[config.mk]
export PLATFORM = sky130hd
export DESIGN_NAME = counter_nbit_updown
export DESIGN_NICKNAME = d
export VERILOG_FILES = /design/src/rtl/counter_pkg.sv /design/src/rtl/counter_step.sv /design/src/rtl/counter_nbit_updown.sv
export SDC_FILE = /design/constraint.sdc
export NUM_CORES = 1
export LEC_CHECK = 0
export CORE_MARGIN = 1
export CORE_UTILIZATION = 59
export CTS_BUF_LIST = sky130_fd_sc_hd__clkbuf_8
export CTS_CLUSTER_DIAMETER = 200
export DETAILED_ROUTE_END_ITERATION = 10
export GPL_TIMING_DRIVEN = 0
export PLACE_DENSITY = 0.93
export SYNTH_ARGS = -nofsm -noshare
export SYNTH_HDL_FRONTEND = slang
export SYNTH_HIERARCHICAL = 1
export SYNTH_SLANG_ARGS = --single-unit
[constraint.sdc]
create_clock -name clock -period 5 [get_ports clock]
set_clock_uncertainty 0.05 [all_clocks]
set_input_delay 0.75 -clock clock [delete_from_list [all_inputs] [get_ports clock]]
set_output_delay 0.75 -clock clock [all_outputs]
set_load 0.03 [all_outputs]
[src/rtl/counter_pkg.sv]
// Shared encodings for the up/down counter.
//   mode_t  : counting mode selected by the 2-bit mode input
//   state_t : one-shot FSM state
package counter_pkg;

    typedef enum logic [1:0] {
        MODE_WRAP    = 2'b00,
        MODE_SAT     = 2'b01,
        MODE_ONESHOT = 2'b10,
        MODE_RSVD    = 2'b11   // treated as wrap
    } mode_t;

    typedef enum logic {
        ST_COUNTING = 1'b0,
        ST_DONE     = 1'b1
    } state_t;

endpackage

[src/rtl/counter_step.sv]
// Combinational next-value and limit-hit computation for one enabled step.
// Ports:
//   count      in  WIDTH  current count
//   up         in  1      1 = step up, 0 = step down
//   mode       in  2      counting mode (counter_pkg::mode_t encoding)
//   next_value out WIDTH  count after this step
//   terminal   out 1      this step wraps, or first reaches a saturating limit
//   at_limit   out 1      saturating/one-shot result sits on the limit in the step direction
module counter_step
    import counter_pkg::*;
#(
    parameter int WIDTH     = 10,
    parameter int INCREMENT = 1,
    parameter int MAX_VALUE = (2**WIDTH) - 1,
    parameter int MIN_VALUE = 0
) (
    input  logic [WIDTH-1:0] count,
    input  logic             up,
    input  logic [1:0]       mode,
    output logic [WIDTH-1:0] next_value,
    output logic             terminal,
    output logic             at_limit
);

    localparam logic [WIDTH:0]   INC_EXT = (WIDTH+1)'(INCREMENT);
    localparam logic [WIDTH:0]   MAX_EXT = (WIDTH+1)'(MAX_VALUE);
    localparam logic [WIDTH:0]   MIN_EXT = (WIDTH+1)'(MIN_VALUE);
    localparam logic [WIDTH-1:0] MAX_W   = WIDTH'(MAX_VALUE);
    localparam logic [WIDTH-1:0] MIN_W   = WIDTH'(MIN_VALUE);

    logic [WIDTH:0] sum;
    logic [WIDTH:0] diff;
    logic           over;
    logic           under;

    always_comb begin
        // One extra bit keeps the sum exact; the difference is read as signed,
        // which covers both a borrow past zero and a dip below MIN_VALUE.
        sum   = {1'b0, count} + INC_EXT;
        diff  = {1'b0, count} - INC_EXT;
        over  = sum > MAX_EXT;
        under = $signed(diff) < $signed(MIN_EXT);

        next_value = count;
        terminal   = 1'b0;
        at_limit   = 1'b0;

        case (mode)
            MODE_SAT, MODE_ONESHOT: begin
                if (up) begin
                    next_value = over ? MAX_W : sum[WIDTH-1:0];
                    at_limit   = (next_value == MAX_W);
                    // Saturate pulses only on arrival; one-shot pulses whenever
                    // it lands on the limit since that step also ends the run.
                    terminal   = at_limit && ((mode == MODE_ONESHOT) || (count != MAX_W));
                end else begin
                    next_value = under ? MIN_W : diff[WIDTH-1:0];
                    at_limit   = (next_value == MIN_W);
                    terminal   = at_limit && ((mode == MODE_ONESHOT) || (count != MIN_W));
                end
            end
            default: begin
                if (up) begin
                    next_value = over ? MIN_W : sum[WIDTH-1:0];
                    terminal   = over;
                end else begin
                    next_value = under ? MAX_W : diff[WIDTH-1:0];
                    terminal   = under;
                end
            end
        endcase
    end

endmodule

[src/rtl/counter_nbit_updown.sv]
// N-bit up/down counter with wrap, saturate and one-shot modes.
// Ports:
//   clock      in  1      rising-edge clock
//   reset      in  1      synchronous active-high reset
//   enable     in  1      advance one step this cycle
//   up         in  1      1 = count up, 0 = count down
//   load       in  1      load loadValue (clamped to limits) this cycle
//   loadValue  in  WIDTH  value to load
//   mode       in  2      00 wrap, 01 saturate, 10 one-shot, 11 wrap
//   countValue out WIDTH  current count
//   terminal   out 1      registered one-cycle pulse on reaching/crossing a limit
//   done       out 1      registered, high while the one-shot has completed
//
// state       | meaning
// ST_COUNTING | enabled cycles step the count
// ST_DONE     | one-shot finished; count held until load or reset
module counter_nbit_updown
    import counter_pkg::*;
#(
    parameter int WIDTH     = 10,
    parameter int INCREMENT = 1,
    parameter int MAX_VALUE = (2**WIDTH) - 1,
    parameter int MIN_VALUE = 0
) (
    input  logic             clock,
    input  logic             reset,
    input  logic             enable,
    input  logic             up,
    input  logic             load,
    input  logic [WIDTH-1:0] loadValue,
    input  logic [1:0]       mode,
    output logic [WIDTH-1:0] countValue,
    output logic             terminal,
    output logic             done
);

    localparam logic [WIDTH:0]   MAX_EXT = (WIDTH+1)'(MAX_VALUE);
    localparam logic [WIDTH:0]   MIN_EXT = (WIDTH+1)'(MIN_VALUE);
    localparam logic [WIDTH-1:0] MAX_W   = WIDTH'(MAX_VALUE);
    localparam logic [WIDTH-1:0] MIN_W   = WIDTH'(MIN_VALUE);

    state_t           state;
    state_t           next_state;
    logic [WIDTH-1:0] next_count;
    logic             next_terminal;

    logic [WIDTH-1:0] step_value;
    logic             step_terminal;
    logic             step_at_limit;

    counter_step #(
        .WIDTH     (WIDTH),
        .INCREMENT (INCREMENT),
        .MAX_VALUE (MAX_VALUE),
        .MIN_VALUE (MIN_VALUE)
    ) u_step (
        .count      (countValue),
        .up         (up),
        .mode       (mode),
        .next_value (step_value),
        .terminal   (step_terminal),
        .at_limit   (step_at_limit)
    );

    always_comb begin
        next_state    = state;
        next_count    = countValue;
        next_terminal = 1'b0;

        if (load) begin
            if ({1'b0, loadValue} > MAX_EXT) begin
                next_count = MAX_W;
            end else if ($signed({1'b0, loadValue}) < $signed(MIN_EXT)) begin
                next_count = MIN_W;
            end else begin
                next_count = loadValue;
            end
            next_state = ST_COUNTING;
        end else if (enable && (state == ST_COUNTING)) begin
            next_count    = step_value;
            next_terminal = step_terminal;
            if ((mode == MODE_ONESHOT) && step_at_limit) begin
                next_state = ST_DONE;
            end
        end
    end

    always_ff @(posedge clock) begin
        if (reset) begin
            state      <= ST_COUNTING;
            countValue <= MIN_W;
            terminal   <= 1'b0;
            done       <= 1'b0;
        end else begin
            state      <= next_state;
            countValue <= next_count;
            terminal   <= next_terminal;
            done       <= (next_state == ST_DONE);
        end
    end

endmodule

==> results of run 1 <==
## logic make-up after synthesis
kind of cell	after synthesis
muxes	2
DFF	12
xor gates and xnor gates	11
AOI/OAI and AO/OA	52
and+or+nand+nor	86
buffers and inverters	35
adders and majority gates	5
## flip-flops by register name (all words and copies together) (netlist names)
name	count
countValue	10
state	1
terminal	1
## Yosys cell counts, types with 3 or more instances
master     count  share of area (%)
xnor2_1        6                3.3
nand4_1        4                1.6
a21oi_1        8                2.5
buf_4          6                2.9
nand3_1        6                1.9
buf_2          6                1.9
nor3_1        26                8.3
o22ai_1        5                2.0
a31oi_1        3                1.2
nor2_1        15                3.6
and3_1         4                1.6
dfxtp_1       12                 15
o211ai_1       3                1.4
xor2_1         5                2.8
o21ai_0        3               0.95
inv_1         19                4.5
a2111oi_2     10                9.5
clkbuf_1       3               0.72
ha_1           5                4.0
or2_1          3                1.2
nand2_1        8                1.9
## power groups by stage
stage | clock, mW | combinational (mW) | sequential [mW]
after floorplan | 0 | 0.119 | 0.128
after global placement | 0 | 0.183 | 0.115
after detailed placement | 0 | 0.187 | 0.116
after CTS | 0.0851 | 0.190 | 0.114
after global routing | 0.0883 | 0.207 | 0.116
final | 0.0840 | 0.193 | 0.115
## cell type report
class                      instances  area [µm²]  share of cell area [%]
inverter                          19        71.3                    3.71
timing repair buffer              27         270                    14.1
buffer                            16        97.6                    5.08
multi-input combinational        156        1160                    60.5
sequential                        12         240                    12.5
tap                               30        37.5                    1.95
clock buffer                       3        41.3                    2.15
## worst reg2reg max path: stages (launching register included)
cell	delay [ns]
dfxtp_1	0.51
ha_1	0.32
nand3_4	0.14
o21ai_0	0.48
a211oi_4	0.15
a21oi_2	0.40
o21ai_1	0.17
o22ai_1	0.19
nor3_1	0.11
a2111oi_2	0.33
## placed cells by master, fill, tap and decap left out, types with 4 or more instances in the layout
cell / count
xnor2_1: 6
nand3_1: 6
buf_4: 6
ha_1: 5
nand4_1: 4
inv_1: 19
nand2_1: 8
nor2_1: 15
dfxtp_1: 12
a2111oi_2: 10
and3_1: 4
a21oi_1: 8
nor3_1: 26
o22ai_1: 5
buf_2: 6
xor2_1: 5
clkdlybuf4s50_1: 27
## per-layer routing
metal  global-route usage [%]  routed length (µm)
met2                     57.7                2260
met1                     46.1                2030
met5                        0                   0
met4                     18.4                 191
met3                     4.80                 288
## path summary, 6_finish.rpt
path                  from            end  slack, ns
max reg2reg  countValue[1]  countValue[4]       2.01
min                  state          state       0.62
max          countValue[1]  countValue[4]       2.01
min reg2reg          state          state       0.62
## per-stage QoR
step | hold WS [ns] | utilization [%] | total power [mW]
3_5_place_dp | 0.609 | 75.2 | 0.302
4_1_cts | 0.620 | 76.9 | 0.389
5_1_grt | 0.659 | 76.9 | 0.411
2_1_floorplan | 0.656 | - | 0.246
3_3_place_gp | 0.528 | 75.2 | 0.298
6_report | 0.624 | 76.9 | 0.392
==> flow_metrics.env, run 1 <==
export IMPL_remaining_drc_errors=0
export IMPL_grt_max_degree=11
export IMPL_crit_path_end_kind="register"
export IMPL_seqPwrFrac_pct=29.3
export IMPL_post_dp_cell_area_mm2=0.00188
export IMPL_dieArea_mm2=0.00288
export IMPL_yosysWarnings=6
export IMPL_synth_simple_gate_area_share_pct=33.5
export IMPL_syn_to_final_growth_pct=22.2
export IMPL_dp_hpwl_um=3490
export IMPL_fmax_mhz=335
export IMPL_wirelength_um=4780
export IMPL_finalNonFillerCells=263
export IMPL_hold_buffers=0
export IMPL_fin_area_mm2=0.00192
export IMPL_cp_buffers_inverters=0
export IMPL_final_setup_viol_count=0
export IMPL_cp_required_ns=5.05
export IMPL_start_util_pct=62.9
export IMPL_arrival_ns=3.03
export IMPL_final_nets=257
export IMPL_synth_xor_area_share_pct=6.13
export IMPL_tightest_slew_ns=0.547
export IMPL_worstSkewPairLatency_ns=0.23
export IMPL_coreArea_mm2=0.00250
export IMPL_viasPerCell=6.50
export IMPL_routedWlPerCell_um=18.2
export IMPL_synth_edff_count=0
export IMPL_syn_nets=225
export IMPL_worstHoldPathCells=2
export IMPL_status="finished clean"
export IMPL_worst_setup_path_start_kind="register"
export IMPL_cts_tree="built"
export IMPL_ant_nets=0
export IMPL_htreeDepth=1
export IMPL_maxSlewHeadroom_pct=63.1
export IMPL_path_cells="ha_1 -> nand3_4 -> o21ai_0 -> a211oi_4 -> a21oi_2 -> o21ai_1 -> o22ai_1 -> nor3_1 -> a2111oi_2"
export IMPL_gp_congestion=0.989
export IMPL_worst_path_stages=9
export IMPL_critPathKind="register to register"
export IMPL_postSynthAreaPerCell_um2=7.75
export IMPL_rsz0062_at_grt="no"
export IMPL_antenna_found_initial=0
export IMPL_grt_use_total_pct=35.8
export IMPL_clk_path_buf_depth=2
export IMPL_muxShareOfSynthArea_pct=1.27
export IMPL_layout_drive_gt1_share_pct=17.6
export IMPL_power_leakage_nw=0.717
export IMPL_ios=29
export IMPL_crit_family="compound AO/OA/AOI/OAI gates"
export IMPL_drt_initial_drc_count=82
export IMPL_period_share_pct=59.7
export IMPL_yosysUniqueCellTypes=54
export IMPL_synth_ff_type="dfxtp_1"
export IMPL_grt_overflow=0
export IMPL_hold_viol=0
export IMPL_p_sw_mw=0.154
export IMPL_vias=1710
export IMPL_synth_top_family_by_area="simple AND/OR/NAND/NOR gates"
export IMPL_fin_setup_tns_ns=0
export IMPL_drv_slew=0
export IMPL_share_comb_of_total_power_pct=49.2
export IMPL_critical_path_slowest_cell="dfxtp_1"
export IMPL_die_w_um=53.6
export IMPL_postCtsSetupBuffers=0
export IMPL_yosys_register_bits=12
export IMPL_core_rowCount=18
export IMPL_cp_max_fo=9
export IMPL_peakVddDrop_mv=0.208
export IMPL_powerDensity_mw_per_mm2=204
export IMPL_synth_adder_area_share_pct=3.98
export IMPL_port_buffers=27
export IMPL_drt_pre_antenna_iters=4
export IMPL_worstRegToRegCells=9
export IMPL_fin_crit_ns=2.99
export IMPL_async_flop_share_pct=0
export IMPL_switching_share_pct=39.4
export IMPL_grt_pass1_vias=1594
export IMPL_clkPwrFrac_pct=21.4
export IMPL_synth_cells=203
export IMPL_seq_area_frac_synth_pct=15.3
export IMPL_cts_sinks=12
export IMPL_n_antenna_cell=0
export IMPL_cts_resized=0
export IMPL_maxCapViolCount=0
export IMPL_synth_compound_area_share_pct=29.1
export IMPL_layout_setup_ws_ns=2.01
export IMPL_cts_clk_slew_worst_paths_ns=0.05
export IMPL_n_fill_cell=188
export IMPL_p_int_mw=0.237
export IMPL_cts_root_buffer="clkbuf_8"
export IMPL_slowest_delay_ns=0.51
export IMPL_grt_pass1_wl_um=7480
export IMPL_syn_area_mm2=0.00157
export IMPL_cts_buffers_inserted=3
export IMPL_placedCellCount=260
export IMPL_fp_dieH_um=53.6
export IMPL_hold_class="register to register"
export IMPL_dp_slack_ns=2.07
Note: power is estimated with default switching activity, not from simulation.
==> run 2: changes to the inputs <==
CORE_UTILIZATION = 54   (was 59)
PLACE_DENSITY = 0.86   (was 0.93)
clock period = 3 ns   (was 5 ns; I/O delays follow)
==> run 2 against run 1 <==
Global-route usage shrank 6.2 points. Sequential share of layout area about the same. Cell area rose by 0.39%. Sequential power up 65%. Clock-buffer cell count stayed put. Wire length is 6.8% lower. Final cell count up 0.38%. Hold slack worse by 0.027 ns. Setup slack worse by 1.8 ns. Total power grew 67%. First-iteration DRC count up 34%. Non-clock buffer count unchanged. Critical endpoint is now countValue[5]. Largest power group unchanged.
==> flow_metrics.env, run 2 (synthesis results as in run 1) <==
export IMPL_peakVddDrop_mv=0.436
export IMPL_fp_dieH_um=56.0
export IMPL_cts_tree="built"
export IMPL_grt_max_degree=11
export IMPL_ios=29
export IMPL_maxSlewHeadroom_pct=68.9
export IMPL_post_dp_cell_area_mm2=0.00188
export IMPL_slowest_delay_ns=0.42
export IMPL_period_share_pct=92.0
export IMPL_die_w_um=56.0
export IMPL_drt_initial_drc_count=110
export IMPL_worstHoldPathCells=2
export IMPL_final_nets=257
export IMPL_layout_common_cells="27 x clkdlybuf4s50_1, 26 x nor3_1, 19 x inv_1"
export IMPL_start_util_pct=57.0
export IMPL_cts_root_buffer="clkbuf_8"
export IMPL_n_fill_cell=219
export IMPL_p_sw_mw=0.258
export IMPL_syn_to_final_growth_pct=22.7
export IMPL_grt_use_total_pct=29.6
export IMPL_routedWlPerCell_um=16.9
export IMPL_cts_sinks=12
export IMPL_vias=1692
export IMPL_antenna_found_initial=0
export IMPL_postCtsSetupBuffers=0
export IMPL_critical_path_slowest_cell="dfxtp_2"
export IMPL_worst_path_stages=9
export IMPL_drt_pre_antenna_iters=5
export IMPL_largest_register_ffs=10
export IMPL_dp_hpwl_um=3230
export IMPL_hold_class="register to register"
export IMPL_clk_path_buf_depth=2
export IMPL_critPathKind="register to register"
export IMPL_fin_setup_tns_ns=0
export IMPL_dieArea_mm2=0.00313
export IMPL_fmax_mhz=362
export IMPL_cts_buffers_inserted=3
export IMPL_grt_overflow=0
export IMPL_share_comb_of_total_power_pct=48.8
export IMPL_maxCapViolCount=0
export IMPL_core_rowCount=19
export IMPL_regMostFlops="countValue"
export IMPL_worstRegToRegCells=9
export IMPL_final_core_util_pct=70.0
export IMPL_rsz0062_at_grt="no"
export IMPL_cp_buffers_inverters=0
export IMPL_remaining_drc_errors=0
export IMPL_n_antenna_cell=0
export IMPL_clkPwrFrac_pct=22.2
export IMPL_wirelength_um=4450
export IMPL_hold_buffers=0
export IMPL_status="finished clean"
export IMPL_cts_clk_slew_worst_paths_ns=0.05
export IMPL_coreArea_mm2=0.00276
export IMPL_arrival_ns=2.85
export IMPL_final_common_cell="clkdlybuf4s50_1"
export IMPL_seqPwrFrac_pct=29.0
export IMPL_layout_setup_ws_ns=0.241
export IMPL_path_cells="ha_2 -> nand3_4 -> or3_4 -> a211o_1 -> o21ai_2 -> nor3b_2 -> a311oi_1 -> nor3_1 -> a2111oi_2"
export IMPL_worstSkewPairLatency_ns=0.24
export IMPL_fin_area_mm2=0.00193
export IMPL_grt_pass1_vias=1575
export IMPL_cp_max_fo=9
export IMPL_gp_congestion=0.932
export IMPL_crit_path_end_kind="register"
export IMPL_powerDensity_mw_per_mm2=340
export IMPL_htreeDepth=1
export IMPL_drv_slew=0
export IMPL_power_leakage_nw=0.714
export IMPL_cp_required_ns=3.09
export IMPL_dp_slack_ns=0.177
export IMPL_largest_registers="countValue: 10 flops, state: 1 flops, terminal: 1 flops"
export IMPL_viasPerCell=6.41
export IMPL_layout_drive_gt1_share_pct=18.9
export IMPL_ant_nets=0
export IMPL_worst_setup_path_start_kind="register"
export IMPL_port_buffers=27
export IMPL_switching_share_pct=39.4
export IMPL_grt_pass1_wl_um=7430
export IMPL_p_int_mw=0.397
export IMPL_fin_crit_ns=2.76
export IMPL_hold_viol=0
export IMPL_tightest_slew_ns=0.462
export IMPL_final_setup_viol_count=0
export IMPL_crit_family="compound AO/OA/AOI/OAI gates"
-- run 2: cell counts in the layout (fill, tap and decap cells not counted) --
Identical to the previous run, type by type.
-- run 2: timing repair --
item,CTS,global route
gates resized for setup,0,3
endpoints found under the setup margin,0,4
hold endpoints to repair,0,0
-- run 2: path summary, 6_finish.rpt --
kind / slack [ns] / endpoint / start
setup / recovery: 0.24 / countValue[5] / countValue[1]
hold / removal: 0.60 / state / state
setup reg to reg: 0.24 / countValue[5] / countValue[1]
hold reg to reg: 0.60 / state / state
-- run 2: metrics by stage --
stage          hold WS (ns)  power (mW)  instances
2_1_floorplan         0.480       0.411        203
3_3_place_gp          0.533       0.499        261
3_5_place_dp          0.586       0.501        261
4_1_cts               0.596       0.647        264
5_1_grt               0.677       0.688        264
6_report              0.598       0.655        264
-- run 2: worst reg2reg max path: cells and delay by family (launching register included) --
kind | cells | cell delay (ns)
fa+ha+maj | 1 | 0.26
compound gates | 4 | 1.19
simple gates | 4 | 0.76
flops | 1 | 0.42
-- run 2: layer usage --
metal	GRT usage, %	share of wire, %
met1	38.5	41
met2	52.0	49
met3	2.33	8.4
met4	8.71	1.7
met5	0	0
-- run 2: cell type report --
type	count	area [µm²]	area share, %
buffer	16	97.6	5.06
clock buffer	3	41.3	2.14
inverter	19	71.3	3.70
multi-input combinational	156	1170	60.6
sequential	12	241	12.5
tap	31	38.8	2.01
timing repair buffer	27	270	14.0
-- run 2: power groups by stage --
stage	Clock [mW]	Sequential, mW	Combinational [mW]
4_1_cts	0.144	0.190	0.314
3_3_place_gp	0	0.192	0.307
6_report	0.146	0.190	0.320
5_1_grt	0.153	0.192	0.343
3_5_place_dp	0	0.192	0.309
2_1_floorplan	0	0.213	0.198
==> run 3: changes to the inputs <==
CORE_MARGIN = unset   (was 1)
PLACE_DENSITY = 0.87   (was 0.86)
==> run 3 against run 2 <==
Global-route usage shrank 0.51 points. Highest routed layer unchanged. Sequential share of layout area is essentially flat. Non-clock buffer count is the same. Total power shrank 0.49%. Critical path type unchanged. Cell area shrank 0.26%. Core utilization shrank 0.18 points. Final cell count is the same.
==> flow_metrics.env, run 3 (synthesis results as in run 1) <==
export IMPL_wirelength_um=4330
export IMPL_crit_family="simple AND/OR/NAND/NOR gates"
export IMPL_reg2reg_slack_ns=0.18
export IMPL_maxCapViolCount=0
export IMPL_hold_viol=0
export IMPL_worstSetupStartpoint="countValue[0]"
export IMPL_dp_slack_ns=0.166
export IMPL_path_cells="buf_2 -> inv_1 -> ha_1 -> or3b_4 -> nor3b_2 -> xnor2_1 -> nand4b_1 -> o31a_1 -> a32oi_1 -> nor4b_1"
export IMPL_powerDensity_mw_per_mm2=339
export IMPL_largest_register_ffs=10
export IMPL_cts_buffers_inserted=3
export IMPL_critPathKind="register to register"
export IMPL_gp_congestion=0.943
export IMPL_remaining_drc_errors=0
export IMPL_crit_path_end_kind="register"
export IMPL_grt_pass1_vias=1578
export IMPL_arrival_ns=2.90
export IMPL_vias=1666
export IMPL_grt_use_total_pct=29.1
export IMPL_coreArea_mm2=0.00276
export IMPL_largest_registers="countValue: 10 flops, state: 1 flops, terminal: 1 flops"
export IMPL_peakVddDrop_mv=0.419
export IMPL_cp_required_ns=3.08
export IMPL_cts_sinks=12
export IMPL_core_rowCount=19
export IMPL_hold_buffers=0
export IMPL_finalPower_mw=0.652
export IMPL_ant_nets=0
export IMPL_die_w_um=56.0
export IMPL_grt_max_degree=11
export IMPL_hold_class="register to register"
export IMPL_dp_hpwl_um=3190
export IMPL_cts_clk_slew_worst_paths_ns=0.05
export IMPL_port_buffers=27
export IMPL_layout_drive_gt1_share_pct=18.0
export IMPL_final_common_cell="clkdlybuf4s50_1"
export IMPL_layout_common_cells="27 x clkdlybuf4s50_1, 26 x nor3_1, 19 x inv_1"
export IMPL_syn_to_final_growth_pct=22.4
export IMPL_grt_overflow=0
export IMPL_tightest_slew_ns=0.469
export IMPL_dieArea_mm2=0.00313
export IMPL_r2r_end="terminal"
export IMPL_cts_root_buffer="clkbuf_8"
export IMPL_cp_buffers_inverters=2
export IMPL_worst_path_stages=10
export IMPL_finalNonFillerCells=264
export IMPL_n_antenna_cell=0
export IMPL_critPathCapture="terminal"
export IMPL_drt_pre_antenna_iters=4
export IMPL_power_leakage_nw=0.717
export IMPL_layout_setup_ws_ns=0.177
export IMPL_worstRegToRegCells=10
export IMPL_fin_crit_ns=2.82
export IMPL_drv_slew=0
export IMPL_grt_pass1_wl_um=7310
export IMPL_worst_setup_path_start_kind="register"
export IMPL_ios=29
export IMPL_postCtsSetupBuffers=0
export IMPL_drt_initial_drc_count=132
export IMPL_fin_setup_tns_ns=0
export IMPL_slowest_delay_ns=0.44
export IMPL_antenna_found_initial=0
export IMPL_placedCellCount=261
export IMPL_rr_startpoint="countValue[0]"
export IMPL_critical_path_slowest_cell="or3b_4"
export IMPL_final_setup_viol_count=0
export IMPL_regMostFlops="countValue"
export IMPL_cp_max_fo=8
export IMPL_maxSlewHeadroom_pct=68.4
export IMPL_fmax_mhz=354
export IMPL_status="finished clean"
export IMPL_start_util_pct=57.0
export IMPL_rsz0062_at_grt="no"
export IMPL_viasPerCell=6.31
export IMPL_final_nets=257
export IMPL_htreeDepth=1
export IMPL_cts_resized=0
export IMPL_period_share_pct=94.1
export IMPL_routedWlPerCell_um=16.4
export IMPL_clk_path_buf_depth=2
export IMPL_cts_tree="built"
export IMPL_fp_dieH_um=56.0
export IMPL_worstSkewPairLatency_ns=0.24
==> run 3: layout make-up <==
type | instances | area, µm²
Tap cell | 31 | 38.8
Multi-Input combinational cell | 156 | 1160
Buffer | 16 | 97.6
Clock buffer | 3 | 41.3
Sequential cell | 12 | 241
Fill cell | 227 | 833
Timing Repair Buffer | 27 | 270
Inverter | 19 | 71.3
==> run 3: worst reg2reg max path, stage by stage (launching register included) <==
cell,delay [ns]
dfxtp_1,0.34
buf_2,0.19
inv_1,0.11
ha_1,0.28
or3b_4,0.44
nor3b_2,0.21
xnor2_1,0.11
nand4b_1,0.23
o31a_1,0.28
a32oi_1,0.20
nor4b_1,0.28
==> run 3: power breakdown <==
group	total [mW]	switching (mW)	internal [mW]	leakage, nW
Sequential	0.190	0.0173	0.173	0.0998
Clock	0.145	0.0567	0.0883	0.0216
Combinational	0.317	0.182	0.136	0.596
Total	0.652	0.256	0.396	0.717
==> run 3: how the worst min path moves through the flow <==
stage                   from            end  slack (ns)  cells after the start
6_report               state          state        0.57                      2
5_1_grt        countValue[7]  countValue[7]        0.67                      2
4_1_cts                state          state        0.57                      2
3_5_place_dp           state          state        0.56                      2
3_3_place_gp           state          state        0.54                      2
2_1_floorplan          reset  countValue[7]        0.48                      1
==> run 3: through the flow <==
step	instance area [µm²]	hold slack [ns]	util [%]
floorplan	1570	0.480	-
global placement	1880	0.543	68.2
detailed placement	1880	0.558	68.2
CTS	1920	0.570	69.7
global route	1920	0.671	69.8
finish	1920	0.567	69.8
==> run 3: per-layer routing <==
| layer | track usage, % | routed length [µm] |
|---|---|---|
| met1 | 39.7 | 1990 |
| met2 | 48.5 | 2010 |
| met3 | 1.63 | 234 |
| met4 | 10.8 | 89 |
| met5 | 0 | 0 |
